--- config.mk ---
export PLATFORM = sky130hd
export DESIGN_NAME = ksa_shuffler
export DESIGN_NICKNAME = d
export VERILOG_FILES = /design/src/rtl/ksa_shuffler.sv
export SDC_FILE = /design/constraint.sdc
export NUM_CORES = 1
export LEC_CHECK = 0
export CAP_MARGIN = 20
export CORE_ASPECT_RATIO = 0.75
export CORE_MARGIN = 2
export CORE_UTILIZATION = 58
export DETAILED_ROUTE_END_ITERATION = 7
export GPL_TIMING_DRIVEN = 0
export PLACE_DENSITY = 0.85
export SYNTH_ARGS = -nofsm -noshare
export SYNTH_HDL_FRONTEND = slang
export SYNTH_SLANG_ARGS = --single-unit
--- constraint.sdc ---
create_clock -name clk -period 5.2 [get_ports clk]
set_clock_uncertainty 0.2 [all_clocks]
set_input_delay 0.78 -clock clk [delete_from_list [all_inputs] [get_ports clk]]
set_output_delay 0.78 -clock clk [all_outputs]
set_load 0.02 [all_outputs]
--- src/rtl/ksa_shuffler.sv ---
// RC4 key-scheduling: fills the S RAM with the identity permutation, then runs the KSA shuffle.
// Latency: 2**RAM_LENGTH INIT cycles + 5 cycles per index, then a one-cycle 'finished' pulse.
// No backpressure: owns the S RAM from accepted start until 'finished'; start edges while busy are dropped.
module ksa_shuffler #(
  parameter int RAM_WIDTH  = 8,
  parameter int RAM_LENGTH = 8,
  parameter int KEY_WIDTH  = 24,
  parameter int KEY_LENGTH = 3
) (
  input  logic                  clk,
  input  logic                  reset,
  input  logic                  start,
  input  logic [KEY_WIDTH-1:0]  secretKey,
  input  logic [RAM_WIDTH-1:0]  sOut,
  output logic [RAM_WIDTH-1:0]  sIn,
  output logic [RAM_LENGTH-1:0] sAddr,
  output logic                  sWren,
  output logic                  busy,
  output logic                  finished
);

  localparam int KIDX_W = (KEY_LENGTH > 1) ? $clog2(KEY_LENGTH) : 1;

  typedef enum logic [2:0] {
    IDLE,
    INIT,
    RD_I,
    LAT_SI,
    LAT_SJ,
    WR_I,
    WR_J,
    DONE
  } state_t;

  state_t                state;
  logic [RAM_LENGTH-1:0] i;
  logic [RAM_WIDTH-1:0]  j;
  logic [RAM_WIDTH-1:0]  si;
  logic [RAM_WIDTH-1:0]  sj;
  logic [KIDX_W-1:0]     k_idx;
  logic [KEY_WIDTH-1:0]  key_reg;
  logic                  start_q;
  logic [RAM_WIDTH-1:0]  key_byte;
  logic [RAM_WIDTH-1:0]  j_new;

  // Select the current key byte; byte 0 is the most significant byte of the latched key.
  always_comb begin
    key_byte = '0;
    for (int k = 0; k < KEY_LENGTH; k++) begin
      if (k_idx == KIDX_W'(k)) begin
        key_byte = key_reg[KEY_WIDTH-1-8*k -: 8];
      end
    end
  end

  // Next j, valid in LAT_SI when sOut carries S[i]; wraps modulo the data width.
  assign j_new = j + sOut + key_byte;

  // Control FSM: start edge detect, INIT sweep and the per-index read/read/write/write swap.
  always_ff @(posedge clk) begin
    if (reset) begin
      state   <= IDLE;
      i       <= '0;
      j       <= '0;
      si      <= '0;
      sj      <= '0;
      k_idx   <= '0;
      key_reg <= '0;
      start_q <= 1'b0;
    end else begin
      start_q <= start;
      case (state)
        IDLE: begin
          if (start && !start_q) begin
            key_reg <= secretKey;
            i       <= '0;
            state   <= INIT;
          end
        end
        INIT: begin
          if (&i) begin
            i     <= '0;
            j     <= '0;
            k_idx <= '0;
            state <= RD_I;
          end else begin
            i <= i + RAM_LENGTH'(1);
          end
        end
        RD_I: begin
          state <= LAT_SI;
        end
        LAT_SI: begin
          si    <= sOut;
          j     <= j_new;
          state <= LAT_SJ;
        end
        LAT_SJ: begin
          sj    <= sOut;
          state <= WR_I;
        end
        WR_I: begin
          state <= WR_J;
        end
        WR_J: begin
          if (&i) begin
            state <= DONE;
          end else begin
            i     <= i + RAM_LENGTH'(1);
            k_idx <= (k_idx == KIDX_W'(KEY_LENGTH - 1)) ? '0 : k_idx + KIDX_W'(1);
            state <= RD_I;
          end
        end
        DONE: begin
          i     <= '0;
          j     <= '0;
          k_idx <= '0;
          state <= IDLE;
        end
        default: begin
          state <= IDLE;
        end
      endcase
    end
  end

  // RAM port and status decode; write enable depends on state only, never on start or sOut.
  always_comb begin
    sAddr    = '0;
    sIn      = '0;
    sWren    = 1'b0;
    busy     = 1'b0;
    finished = 1'b0;
    case (state)
      INIT: begin
        sAddr = i;
        sIn   = RAM_WIDTH'(i);
        sWren = 1'b1;
        busy  = 1'b1;
      end
      RD_I: begin
        sAddr = i;
        busy  = 1'b1;
      end
      LAT_SI: begin
        sAddr = RAM_LENGTH'(j_new);
        busy  = 1'b1;
      end
      LAT_SJ: begin
        sAddr = RAM_LENGTH'(j);
        busy  = 1'b1;
      end
      WR_I: begin
        sAddr = i;
        sIn   = sj;
        sWren = 1'b1;
        busy  = 1'b1;
      end
      WR_J: begin
        sAddr = RAM_LENGTH'(j);
        sIn   = si;
        sWren = 1'b1;
        busy  = 1'b1;
      end
      DONE: begin
        finished = 1'b1;
      end
      default: begin
        sAddr = '0;
      end
    endcase
  end

endmodule

==> flow_metrics.tcl <==
set metrics [dict create \
    yosysTopAreaCell "dfxtp_1" \
    synthTopCellsByArea "dfxtp_1 (37%), nand2_1 (10%), mux2i_1 (9.2%)" \
    vdd_drop_max_v 0.000182 \
    setup.worst_path.start "sOut[1]" \
    worst-path-buf-inv 3 \
    wl_met1_mm 4.07 \
    cts_buffers 9 \
    regToRegSetupSlack_ns 2.04 \
    dp_hpwl_mm 6.72 \
    wl_met2_mm 4.04 \
    yosys-top-cells-count "nand2_1 (91), dfxtp_1 (62), a21oi_1 (46), nor2_1 (32), mux2i_1 (31)" \
    synth-edff-count 0 \
    antenna_found_initial 0 \
    r2r-start "k_idx[0]$_SDFFE_PP0P_" \
    synth_cells 412 \
    num_vias 3198 \
    first_iter_violations 171 \
    leakage_nw 1.48 \
    drt_first_pass_iters 5 \
    max_freq_mhz 196 \
    hold_path.startpoint "key_reg[12]$_SDFFE_PP0P_" \
    p_comb_frac 0.134 \
    cts_tree "done" \
    relSlewSlack 0.479 \
    status "finished clean" \
    htree_levels 3 \
    end_kind "primary output" \
    power.switching_uw 290 \
    synth.distinct_cells 48 \
    cap_violations 0 \
    die_area_um2 6470 \
    synth_top_area_frac 0.366 \
    async_flop_share 0 \
    path_cells "clkdlybuf4s50_1, fa_1, ha_1, inv_1, fa_1, nor2b_1, o31a_1, o22a_1, xor2_1, o21ai_0, clkdlybuf4s50_1" \
    dieHeight_um 70.2 \
    gp_congestion 0.935 \
    yosysSeqAreaShare 0.366 \
    port-buffer-count 52 \
    tightest_slew_ns 0.782 \
    yosys_most_used_dff "dfxtp_1" \
    hold_path_end "key_reg[12]$_SDFFE_PP0P_" \
    syn_to_final_growth_pct 24.1 \
    setup_viol 0 \
    cts_setup_buffers 0 \
    synthesis.nets 462 \
    detail_route.wl_per_cell_um 16.5 \
    period_minus_slack_ns 5.11 \
    avgSynthCellArea_um2 8.22 \
    rsz0062_at_grt "false" \
    grt_pass1_vias 3043 \
    clkLatencyLatePin_ns 0.35 \
    start_util 0.591 \
    cts.sinks 62 \
    worstRegToRegCells 11 \
    cp_data_required_time_ns 4.22 \
    cts-hold-fix-buffers 0 \
    power.density_nw_per_um2 253 \
    crit_path_max_fanout 3 \
    switching_share 0.273 \
    path_delay_family "buffers and inverters" \
    share_seq_of_total_power 0.468 \
    slowest_delay_ns 0.65 \
    fp-row-count 24 \
    p_clk_frac 0.398 \
    ys_ff_latch 62 \
    overflow 0 \
    crit_type "in -> out" \
    critPathLaunchType "input port" \
    track_usage 0.304 \
    path_clk_slew_ns 0.07 \
    cp_data_arrival_time_ns 4.13 \
    die_x_um 92.2 \
    core_um2 5740 \
    internal_power_uw 775 \
    hold_depth 2 \
    yosysMostFrequentCell "nand2_1" \
    drt_wl_total_mm 9.19 \
    fin_nets 525 \
    final_core_util 0.733 \
    finalHoldViolations 0 \
    io_pins 54 \
    post_cts_resize_count 0 \
    r2r_end "j[7]$_SDFFE_PP0P_" \
    drive_above_1_share 0.0813 \
    yosysWarnings 0 \
    diodes 0 \
    finalMaxSlewViolations 0 \
    vias_per_cell 5.73 \
    ant_nets 0 \
    wl_met3_um 929 \
    hold_class "reg -> reg" \
    placed_cells 542 \
    clockBufferDepth 2 \
    finalCritPeriodShare 0.982 \
    finalSetupTns_ns 0 \
    critical_path.slowest_cell "clkdlybuf4s50_1" \
    dr.max_layer_used "met4" \
    syn_area_um2 3390 \
    root_buffer "clkbuf_8" \
    instances_no_fill 558 \
    grt_max_degree 13 \
    largest_reg_flops 24 \
    drc 0 \
    grt_pass1_wl_mm 15.0 \
]
tightest hold or removal path, delay by kind of cell (launching register included):
family           cells  cell delay (ns)
AO/OA/AOI/OAI        1             0.05
flip-flops           1             0.31
AND/OR/NAND/NOR      1             0.05
power groups by stage:
| stage | logic, mW | registers, mW | clock network, mW |
|---|---|---|---|
| detailed placement | 0.139 | 0.509 | 0 |
| global placement | 0.135 | 0.508 | 0 |
| floorplan | 0.0833 | 0.505 | 0 |
| global route | 0.157 | 0.500 | 0.452 |
| CTS | 0.141 | 0.498 | 0.428 |
| finish | 0.143 | 0.499 | 0.424 |
worst max path at each step:
stage	cells after the start	slack [ns]	endpoint
2_1_floorplan	9	1.30	sAddr[7]
3_3_place_gp	11	0.23	sAddr[7]
3_5_place_dp	11	0.22	sAddr[7]
4_1_cts	11	0.19	sAddr[7]
5_1_grt	11	0.02	sAddr[7]
6_report	11	0.09	sAddr[7]
kinds of logic after synthesis:
family / synth area share
flops: 0.366
buf+inv: 0.0513
fa+ha+maj: 0.0731
xor+xnor: 0.0336
simple gates: 0.200
mux: 0.0916
compound gates: 0.184
per-stage QoR:
| stage | setup slack [ns] | total power, mW | hold slack [ns] | cell area [um^2] |
|---|---|---|---|---|
| floorplan | 1.30 | 0.589 | 0.236 | 3390 |
| global placement | 0.229 | 0.644 | 0.242 | 4010 |
| detailed placement | 0.222 | 0.648 | 0.248 | 4010 |
| CTS | 0.194 | 1.07 | 0.258 | 4200 |
| global route | 0.0159 | 1.11 | 0.269 | 4200 |
| finish | 0.0917 | 1.07 | 0.258 | 4200 |
layer usage:
metal | vias up | GRT usage
met5 | - | 0
met4 | 0 | 0.0829
met1 | 1497 | 0.428
met3 | 20 | 0.0939
met2 | 149 | 0.454
li1 | 1532 | -
cell type report:
cell class	instances	area [um^2]
clock inverter	7	73.8
buffer	27	144
tap	78	97.6
multi-input combinational	315	1970
sequential	62	1240
fill	438	1530
timing repair buffer	52	520
clock buffer	9	124
inverter	8	30.0
cell usage in the layout, fill, tap and decap left out, types with 11 or more instances in the layout:
master,n
a22oi_1,11
clkbuf_1,14
mux2i_1,31
clkdlybuf4s50_1,52
a21oi_1,46
xnor2_1,11
dfxtp_1,62
nor2_1,32
nand2_1,91
o21ai_0,25
Note: power is estimated with default switching activity, not from simulation.
